$ cat config.mk
export PLATFORM = sky130hd
export DESIGN_NAME = arf_frame_driver
export DESIGN_NICKNAME = d
export VERILOG_FILES = /design/src/rtl/arf_frame_driver.sv
export SDC_FILE = /design/constraint.sdc
export NUM_CORES = 1
export LEC_CHECK = 0
export CAP_MARGIN = 20
export CORE_MARGIN = 2
export CORE_UTILIZATION = 50
export CTS_BUF_LIST = sky130_fd_sc_hd__clkbuf_8
export CTS_CLUSTER_DIAMETER = 100
export DETAILED_ROUTE_END_ITERATION = 10
export HOLD_SLACK_MARGIN = 0.12
export PLACE_DENSITY = 0.82
export SLEW_MARGIN = 20
export SYNTH_ARGS = -nofsm -noshare
export SYNTH_HDL_FRONTEND = slang
export SYNTH_SLANG_ARGS = --single-unit
$ cat constraint.sdc
create_clock -name clk -period 7.55 [get_ports clk]
set_input_delay 0.755 -clock clk [delete_from_list [all_inputs] [get_ports clk]]
set_output_delay 0.755 -clock clk [all_outputs]
set_load 0.01 [all_outputs]
$ cat src/rtl/arf_frame_driver.sv
// Driver shell for the ARF datapath: gathers a 10-word operand frame, waits the
// core latency, captures out_27/out_28 and returns them as a 2-beat result stream.
module arf_frame_driver #(
  parameter int unsigned DATA_W  = 16,
  parameter int unsigned ARF_LAT = 0
) (
  input  logic                  clk,
  input  logic                  rst,
  input  logic                  s_valid,
  output logic                  s_ready,
  input  logic [DATA_W-1:0]     s_data,
  input  logic                  s_last,
  output logic [10*DATA_W-1:0]  frame_o,
  output logic                  frame_valid_o,
  input  logic [DATA_W-1:0]     res27_i,
  input  logic [DATA_W-1:0]     res28_i,
  output logic                  m_valid,
  input  logic                  m_ready,
  output logic [DATA_W-1:0]     m_data,
  output logic                  m_last,
  output logic                  frame_err,
  output logic [15:0]           frame_cnt
);

  typedef enum logic [1:0] {ST_LOAD, ST_WAIT, ST_SEND0, ST_SEND1} state_e;

  localparam logic [3:0] LAT4 = 4'(ARF_LAT);

  state_e                state_q, state_d;
  logic [3:0]            idx_q, idx_d;
  logic [3:0]            wait_q, wait_d;
  logic [10*DATA_W-1:0]  frame_q, frame_d;
  logic [DATA_W-1:0]     r27_q, r27_d;
  logic [DATA_W-1:0]     r28_q, r28_d;
  logic [15:0]           frame_cnt_q, frame_cnt_d;
  logic                  err_q, err_d;
  logic                  fv_q, fv_d;

  always_ff @(posedge clk or posedge rst) begin
    if (rst) begin
      state_q     <= ST_LOAD;
      idx_q       <= '0;
      wait_q      <= '0;
      frame_q     <= '0;
      r27_q       <= '0;
      r28_q       <= '0;
      frame_cnt_q <= '0;
      err_q       <= 1'b0;
      fv_q        <= 1'b0;
    end else begin
      state_q     <= state_d;
      idx_q       <= idx_d;
      wait_q      <= wait_d;
      frame_q     <= frame_d;
      r27_q       <= r27_d;
      r28_q       <= r28_d;
      frame_cnt_q <= frame_cnt_d;
      err_q       <= err_d;
      fv_q        <= fv_d;
    end
  end

  always_comb begin
    state_d     = state_q;
    idx_d       = idx_q;
    wait_d      = wait_q;
    frame_d     = frame_q;
    r27_d       = r27_q;
    r28_d       = r28_q;
    frame_cnt_d = frame_cnt_q;
    err_d       = err_q;
    fv_d        = fv_q;
    s_ready     = 1'b0;
    m_valid     = 1'b0;
    m_data      = '0;
    m_last      = 1'b0;

    unique case (state_q)
      ST_LOAD: begin
        s_ready = 1'b1;
        if (s_valid) begin
          for (int unsigned k = 0; k < 10; k++) begin
            if (idx_q == k[3:0]) frame_d[k*DATA_W +: DATA_W] = s_data;
          end
          if (s_last && idx_q == 4'd9) begin
            idx_d   = '0;
            wait_d  = LAT4;
            fv_d    = 1'b1;
            state_d = ST_WAIT;
          end else if (s_last || idx_q == 4'd9) begin
            // Misframed: keep partially written words, restart at word 0.
            err_d = 1'b1;
            idx_d = '0;
          end else begin
            idx_d = idx_q + 4'd1;
          end
        end
      end
      ST_WAIT: begin
        if (wait_q == '0) begin
          r27_d   = res27_i;
          r28_d   = res28_i;
          state_d = ST_SEND0;
        end else begin
          wait_d = wait_q - 4'd1;
        end
      end
      ST_SEND0: begin
        m_valid = 1'b1;
        m_data  = r27_q;
        if (m_ready) state_d = ST_SEND1;
      end
      ST_SEND1: begin
        m_valid = 1'b1;
        m_data  = r28_q;
        m_last  = 1'b1;
        if (m_ready) begin
          frame_cnt_d = frame_cnt_q + 16'd1;
          fv_d        = 1'b0;
          state_d     = ST_LOAD;
        end
      end
      default: state_d = ST_LOAD;
    endcase
  end

  assign frame_o       = frame_q;
  assign frame_valid_o = fv_q;
  assign frame_err     = err_q;
  assign frame_cnt     = frame_cnt_q;

endmodule
* After elaboration in Yosys (flattened, before gate mapping)
Index checks and enable logic that the tools add are counted.
** Cells by class
- Mux-type cells :: 20
- Reductions and logical operators :: 25
- Equality and inequality tests :: 18
- Bitwise operators :: 1
- Add/sub/neg operators :: 3
** Operator list (count)
- case mux 16 bit (2 select lines) :: 1
- AND reduction 3 bit :: 10
- two-way mux 4 bit :: 5
- adder 16 x 1 -> 16 bit (second input constant) :: 1
- equality test 4 x 3 -> 1 bit (second input constant) :: 4
- != test 2 bit (second input constant) :: 6
- AND reduction 4 bit :: 3
- two-way mux 2 bit :: 5
- equality test 4 x 2 -> 1 bit (second input constant) :: 2
- equality test 4 bit (second input constant) :: 2
- zero test 4 bit :: 2
- case mux 2 bit (4 select lines) :: 1
- case mux 4 bit (2 select lines) :: 1
- two-way mux 1 bit :: 6
- AND reduction 2 bit :: 3
- AND reduction 5 bit :: 1
- adder 4 x 1 -> 4 bit (second input constant) :: 1
- equality test 2 bit (second input constant) :: 2
- equality test 4 x 1 -> 1 bit (second input constant) :: 1
- nonzero test 2 bit :: 2
- subtractor 4 x 1 -> 4 bit (second input constant) :: 1
- equality test 2 x 1 -> 1 bit (second input constant) :: 1
- zero test 2 bit :: 1
- case mux 1 bit (2 select lines) :: 1
- other kinds (4) :: 4
** Word-level totals
- Register bits after elaboration :: 220
- Input port bits :: 53
- Logic and storage cells :: 85
- Output and inout port bits :: 197

* Longest topological paths before layout
Gate-level depths: netlist of the first run.
- Depth after elaboration :: 5
- Mapped depth :: 9

* Worst setup path after synthesis of the first run
OpenSTA, ideal clock, no wires.
- Path type :: register -> output
- From :: reg state_q[0]
- To :: out m_data[15]
- Data arrival time :: 1.445 ns
- Path buffers :: 2
- Cell stages (with the launch flop) :: 5
- Slack :: 5.350 ns
- Cell sequence :: dfrtp_1 -> ha_1 -> clkbuf_1 -> buf_1 -> a22o_1
** On the way
- Word-level cells in the longest chain between the ends :: 2
** Ends and longest elaborated chain
- from (decl) :: RTL line 29 : state_e state_q, state_d;
- from (signal assigned) :: RTL line 51 : state_q <= state_d;
- equality test 2 bit :: RTL line 78 : unique case (state_q)
- case mux 16 bit (2 select lines) * :: RTL line 78
- to (decl) :: RTL line 19 : output logic [DATA_W-1:0] m_data,
Mark *: on every way between the ends. The rest lies on a longest branch, timed or not.

* Worst setup path after layout of the first run
- From :: reg state_q[0]
- To :: out m_data[1]
The elaborated chain is that of the path after synthesis.

==> results.cfg, run 1 <==
[timing]
clock.fmax_mhz = 307
rsz0062_at_grt = false
fin_ws_ns = 4.29
tightest_slew_ns = 0.937
slew_headroom_pct = 37.5
setup_viol = 0
min_period_ns = 3.26
tns_ns = 0
hold_violations = 0
min_period_over_period_pct = 43.2
slew_violations = 0
fin_skew_ns = 0.0231

[placement]
dpl_cell_area_um2 = 11600
io_buffers = 249
dp_cells = 1037
post-place-ws_ns = 4.41
gp_congestion = 0.805
hpwl_mm = 15.3

[detailed_routing]
vias = 5886
routedWlPerCell_um = 20.0
dr.pass1.iters = 4
via_per_inst = 5.37
drc = 0
postRouteAntennaNets = 0
finalWirelength_mm = 21.9
drt_iter0_drc = 267

[grt]
grt_usage_pct = 23.2
grt_remaining_overflow = 0
grt_pass1_vias = 6197
grt_max_degree = 132
antenna_found_initial = 0
grt_pass1_wl_mm = 33.7

[yosys]
yosys_warnings = 0
synthDistinctLibCells = 53
ys_ff_latch = 220
syn_inst = 598
ys_seq_area_share_pct = 61.4
syn_nets = 662
synthesis.area_um2 = 8960
syn_area_per_cell_um2 = 15.0
async_flop_share_pct = 100
synth_edf_count = 0
synth_ff_type = dfrtp_1

[layout]
layout_commonest_cell = clkdlybuf4s50_1
final_cells = 1097
n_antenna_cell = 0
syn_to_final_growth_pct = 36.6
final_cell_mix = 249 x clkdlybuf4s50_1, 220 x dfrtp_1, 192 x mux2_2
fin_util_pct = 70.3
num-nets-final = 916
drive_gt1_share_pct = 29.6
final_cell_area_um2 = 12200

[cts]
post_cts_resized = 0
cts_tree = done
htreeDepth = 2
clockBufferDepth = 3
cts_buffers = 37
hold_buffers = 0
path_clk_slew_ns = 0.05
post_cts_buffers = 0
cts_num_sinks = 220
clk-insertion-delay-late_ns = 0.52
root_buffer = clkbuf_8

[setup_path]
r2r_setup_slack_ns = 5.00
critical_path_required_ns = 6.80
endpoint_kind = primary output
crit_path_start_kind = flop
r2r_start = state_q[0]
worstReg2RegEnd = frame_o[130]
critical_path_peak_fanout = 23
crit_type = flop to primary output
crit_arrival_ns = 2.50
ff2ff_path_depth = 6

[outcome]
outcome = complete, no violations

[floorplanning]
die_x_um = 138
start_util_pct = 51.4
dieArea_um2 = 19000
die_height_um = 138
placementRows = 48
core_um2 = 17400
ios = 250

[flow_run]
drv_cap = 0

[hold_path]
hold_depth = 1
holdCritStartpoint = frame_cnt[15]
hold_path.class = flop to flop
holdPathEnd = frame_cnt[15]

[power]
power.density_nw_per_um2 = 379
leakage_nw = 5.50
vdd_ir_drop_max_uv = 213
area by class of cell:
class	instances	area [um^2]
Inverter	13	56.3
Clock inverter	16	67.6
Clock buffer	43	592
Fill cell	1197	5180
Sequential cell	220	5510
Multi-Input combinational cell	327	3210
Timing Repair Buffer	253	2530
Tap cell	225	282
flip-flops by register name, indices dropped and copies added, names as in the netlist:
register,cells
wait_q,4
frame_valid_o,1
r28_q,16
r27_q,16
idx_q,4
frame_o,160
frame_err,1
frame_cnt,16
state_q,2
cells by family (layout without fill, tap and decap cells):
kind of cell    Yosys count  count (layout)  synth area share (%)
compound gates           40              40                  3.35
fa+ha+maj                11              11                  1.54
simple gates             66              66                  4.89
xor+xnor                 16              16                  1.56
buf+inv                  51             325                  2.83
mux                     194             194                  24.4
flops                   220             220                  61.4
through the flow:
stage          total power [mW]  hold WS, ns
5_1_grt                    4.90        0.507
3_3_place_gp               3.62        0.452
3_5_place_dp               3.70        0.469
6_report                   4.64        0.476
4_1_cts                    4.68        0.480
2_1_floorplan              2.72        0.474
layer usage:
| layer | share of wire [%] | routed length (um) | GRT usage, % |
|---|---|---|---|
| met5 | 0 | 0 | 0 |
| met3 | 9.0 | 1970 | 8.08 |
| met4 | 2.4 | 523 | 7.77 |
| met1 | 41 | 8930 | 29.3 |
| met2 | 48 | 10500 | 37.5 |
worst max-delay path by stage:
stage / startpoint / to / depth (start not counted)
6_report: state_q[0] / m_data[1] / 3
5_1_grt: state_q[0] / m_data[1] / 3
4_1_cts: state_q[0] / m_data[5] / 3
3_5_place_dp: rst / frame_o[44] / 3
3_3_place_gp: rst / frame_o[125] / 3
2_1_floorplan: rst / frame_cnt[0] / 1
power by group:
part,switching [mW],internal [mW]
Sequential,0.265,1.60
Combinational,0.729,1.09
Clock,0.444,0.512
worst max-delay path, cell delays in order, from the launching register on:
cell	delay [ns]
dfrtp_1	0.39
ha_1	0.76
a22o_1	0.27
clkdlybuf4s50_1	0.57
Yosys cell counts (all sizes together), types with 2 or more instances:
cell	n	area (um^2)
dfrtp	220	5510
mux2	194	2180
buf	35	194
a22o	16	140
inv	13	48.8
nand2	12	55.1
nand3	12	80.1
xnor2	12	105
ha	11	138
o21ai	11	55.1
nor2	10	40.0
nor3	6	35.0
nand4	4	25.0
nor3b	4	57.6
xor2	4	35.0
clkbuf	3	11.3
nand2b	3	18.8
and3	2	12.5
nand3b	2	15.0
nor2b	2	12.5
nor4	2	12.5
o211ai	2	15.0
Power figures use the tool's default switching activity.
==> run 2: changes to the inputs <==
Clock period 7.55 ns to 3.29 ns, I/O delays scaled along.
==> run 2 against run 1 <==
Against the previous run:
- combinational power grew 130%
- critical path depth unchanged
- cell area increased by 0.71%
- sequential power up 130%
- hold slack got worse by 0.21 ns
- clock skew down 0.0025 ns
- total power up 130%
- via count is 2.2% higher
- sequential cell count unchanged
- wire length increased by 1.7%
- count of clock-buffer cells in the layout decreased by 2
- largest power group unchanged
==> results.cfg, run 2 (synthesis results as in run 1) <==
[cts]
hold_buffers = 0
post_cts_resized = 0
cts_buffers = 37
cts_tree = done
root_buffer = clkbuf_8
path_clk_slew_ns = 0.06
cts_num_sinks = 220
clockBufferDepth = 3
htreeDepth = 2
post_cts_buffers = 0
clk-insertion-delay-late_ns = 0.51

[layout]
seqCellArea_um2 = 5510
final_cell_area_um2 = 12300
fillers = 1170
multiInputGateArea_um2 = 3210
layout_commonest_cell = clkdlybuf4s50_1
syn_to_final_growth_pct = 37.6
n_antenna_cell = 0
final_cells = 1104
largest_reg_flops = 160
final_cell_mix = 249 x clkdlybuf4s50_1, 220 x dfrtp_1, 192 x mux2_2
fin_util_pct = 70.8
drive_gt1_share_pct = 30.1
num-nets-final = 922

[setup_path]
critical_path_peak_fanout = 21
cp.depth = 3
crit_type = flop to primary output
startpoint = state_q[1]
r2r_setup_slack_ns = 0.85
slowest_delay_ns = 0.76
endpoint_kind = primary output
cp_num_buf_inv = 1
r2r_start = state_q[0]
crit_path_start_kind = flop
path_delay_family = adder cells
slowest_stage = ha_1
critical_path_required_ns = 2.96
ff2ff_path_depth = 6
crit_chain = ha_1 > a22o_1 > clkdlybuf4s50_1
crit_arrival_ns = 2.50
worstReg2RegEnd = frame_o[78]
setup.worst_path.end = m_data[4]

[detailed_routing]
drt_iter0_drc = 290
dr.pass1.iters = 5
postRouteAntennaNets = 0
vias = 6013
finalWirelength_mm = 22.3
via_per_inst = 5.45
routedWlPerCell_um = 20.2
drc = 0

[timing]
clock.fmax_mhz = 353
setup_viol = 0
tightest_slew_ns = 0.896
tns_ns = 0
slew_violations = 0
hold_ws_ns = 0.266
rsz0062_at_grt = false
hold_violations = 0
min_period_ns = 2.83
fin_skew_ns = 0.0205
slew_headroom_pct = 40.3
fin_ws_ns = 0.460
min_period_over_period_pct = 86.0

[power]
leakage_nw = 5.54
power.density_nw_per_um2 = 870
vdd_ir_drop_max_uv = 467
finalPower_mw = 10.7

[floorplanning]
ios = 250
start_util_pct = 51.4
placementRows = 48
die_height_um = 138
die_x_um = 138
core_um2 = 17400
dieArea_um2 = 19000

[placement]
dpl_cell_area_um2 = 11700
dp_cells = 1044
gp_congestion = 0.811
post-place-ws_ns = 0.843
io_buffers = 249
hpwl_mm = 15.7

[grt]
grt_usage_pct = 23.6
grt_pass1_wl_mm = 34.4
grt_pass1_vias = 6278
grt_max_degree = 70
antenna_found_initial = 0
grt_remaining_overflow = 0

[flow_run]
drv_cap = 0

[hold_path]
hold_path.class = input pin to asynchronous set/reset pin

[outcome]
outcome = complete, no violations
## run 2: power by group
| part | leakage [nW] | internal, mW | switching, mW | total [mW] |
|---|---|---|---|---|
| clock | 0.389 | 1.21 | 1.02 | 2.24 |
| sequential | 2.82 | 3.66 | 0.608 | 4.27 |
| combinational | 2.33 | 2.52 | 1.70 | 4.22 |
| total | 5.54 | 7.40 | 3.33 | 10.7 |
## run 2: final cells by class
class / instances / area share (%)
flip-flops and latches: 220 / 44.7
multi-input cells: 327 / 26.0
repair buffers: 259 / 21.1
clock buffers: 41 / 4.58
well taps: 225 / 2.28
clock inverters: 19 / 0.893
inverters: 13 / 0.426
## run 2: worst register-to-register path, delay by kind of cell, from the launching register on
family,cells,cell delay (ns)
and+or+nand+nor,3,1.02
adders and majority gates,1,0.37
DFF,1,0.41
buffers and inverters,1,0.09
muxes,1,0.42
## run 2: metal layers
layer | wire length (um) | share of wire, % | track usage (%)
met5 | 0 | 0 | 0
met4 | 559 | 2.5 | 8.28
met3 | 1830 | 8.2 | 5.96
met2 | 10600 | 48 | 39.0
met1 | 9250 | 42 | 30.4
## run 2: worst min path at each step
stage,startpoint,end,depth (start not counted)
after floorplan,s_last,idx_q[3],1
after global placement,frame_err,frame_err,1
after detailed placement,frame_err,frame_err,1
after CTS,rst,frame_o[142],2
after global routing,rst,frame_o[11],2
final,rst,frame_o[142],2
==> run 3: changes to the inputs <==
Settings changed: CORE_ASPECT_RATIO set to 0.5, CORE_MARGIN 2 to unset, GPL_ROUTABILITY_DRIVEN set to 0.
==> run 3 against run 2 <==
Against the previous run:
- clock skew is 0.0034 ns higher
- sequential share of layout area is 0.077 points lower
- sequential cell count stayed put
- global-route usage is 0.55 points higher
- count of clock-buffer cells in the layout is 5 higher
- total power hardly changed
- highest routed layer unchanged
==> results.cfg, run 3 (synthesis results as in run 1) <==
[outcome]
outcome = complete, no violations

[floorplanning]
core_um2 = 17400
ios = 250
dieArea_um2 = 18500
die_x_um = 191
start_util_pct = 51.4
die_height_um = 96.7
placementRows = 34

[power]
p_int_mw = 7.43
switching_share_pct = 30.8
leakage_nw = 5.55
combPwrFrac_pct = 39.1
seqPwrFrac_pct = 39.5
power.density_nw_per_um2 = 869
clkPwrFrac_pct = 21.4
vdd_ir_drop_max_uv = 563
netSwitchingPower_mw = 3.30

[detailed_routing]
dr.pass1.iters = 5
finalWirelength_mm = 21.7
postRouteAntennaNets = 0
via_per_inst = 5.27
drc = 0
routedWlPerCell_um = 19.5
drt_iter0_drc = 209
vias = 5857

[timing]
clock.fmax_mhz = 362
min_period_over_period_pct = 83.9
fin_skew_ns = 0.0240
rsz0062_at_grt = false
min_period_ns = 2.76
tns_ns = 0
hold_violations = 0
tightest_slew_ns = 0.891
setup_viol = 0
slew_violations = 0
slew_headroom_pct = 40.4

[setup_path]
r2r_setup_slack_ns = 0.83
endpoint_kind = primary output
r2r_start = state_q[0]
critical_path_peak_fanout = 18
crit_path_start_kind = flop
crit_type = flop to primary output
worstReg2RegEnd = frame_o[114]
critical_path_required_ns = 2.96
ff2ff_path_depth = 6
crit_arrival_ns = 2.43

[cts]
hold_buffers = 0
htreeDepth = 2
cts_buffers = 34
cts_num_sinks = 220
clockBufferDepth = 3
post_cts_buffers = 0
cts_tree = done
path_clk_slew_ns = 0.07
post_cts_resized = 0
root_buffer = clkbuf_8
clk-insertion-delay-late_ns = 0.51

[layout]
syn_to_final_growth_pct = 37.8
fillers = 1252
fin_util_pct = 70.8
layout_commonest_cell = clkdlybuf4s50_1
final_cell_mix = 249 x clkdlybuf4s50_1, 220 x dfrtp_1, 192 x mux2_2
n_antenna_cell = 0
num-nets-final = 919
drive_gt1_share_pct = 30.4
largest_reg_flops = 160

[hold_path]
hold_path.class = input pin to asynchronous set/reset pin

[grt]
grt_pass1_wl_mm = 34.7
antenna_found_initial = 0
grt_remaining_overflow = 0
grt_usage_pct = 24.1
grt_pass1_vias = 6237
grt_max_degree = 134

[flow_run]
drv_cap = 0

[placement]
io_buffers = 249
hpwl_mm = 14.7
==> run 3: cell types whose count changed in the layout (fill, tap and decap cells not counted) <==
| cell | change |
|---|---|
| clkinvlp_4 | -2 |
| buf_4 | +1 |
| clkinv_2 | -1 |
| bufinv_16 | -1 |
| nor3_2 | -1 |
| nor3_4 | +1 |
| inv_1 | -3 |
| clkbuf_8 | +5 |
| buf_12 | -1 |
| clkinv_4 | +1 |
==> run 3: worst max-delay path by stage <==
stage	startpoint	endpoint	cells after the start
final	state_q[0]	m_data[6]	4
after CTS	state_q[0]	m_data[6]	4
after global placement	s_valid	frame_o[114]	5
after global routing	state_q[0]	m_valid	5
after floorplan	rst	frame_cnt[0]	1
after detailed placement	state_q[0]	frame_o[53]	5
==> run 3: power by group through the flow <==
stage	Sequential, mW	Clock (mW)	Combinational (mW)
after floorplan	4.49	0	1.75
after global placement	4.23	0	4.11
after detailed placement	4.28	0	4.22
after CTS	4.24	2.36	4.25
after global routing	4.37	2.48	4.47
final	4.24	2.30	4.19
==> run 3: per-layer routing <==
metal	track usage [%]	wire length, um
met3	6.06	1250
met5	0	0
met1	32.1	9410
met4	6.65	419
met2	39.4	10600
==> run 3: layout make-up <==
class	instances	area [um^2]	share of cell area, %
Tap cell	234	293	2.37
Clock buffer	46	633	5.13
Clock inverter	13	57.6	0.466
Multi-Input combinational cell	327	3210	26.0
Inverter	13	52.6	0.426
Timing Repair Buffer	259	2590	21.0
Sequential cell	220	5510	44.6
==> run 3: per-stage QoR <==
step	setup slack [ns]	instance area, um^2	cells	hold slack [ns]	power, mW
after detailed placement	0.891	11700	1053	0.463	8.50
after global routing	0.333	12300	1112	0.404	11.3
final	0.529	12300	1112	0.374	10.7
after floorplan	0.0929	8960	598	0.437	6.23
after CTS	0.444	12300	1112	0.372	10.8
after global placement	0.986	11700	1053	0.441	8.34
==> run 3: critical path: stages, from the launching register on <==
cell and delay (ns):
dfrtp_1 0.41, inv_1 0.09, ha_1 0.62, a22o_1 0.23, clkdlybuf4s50_1 0.56
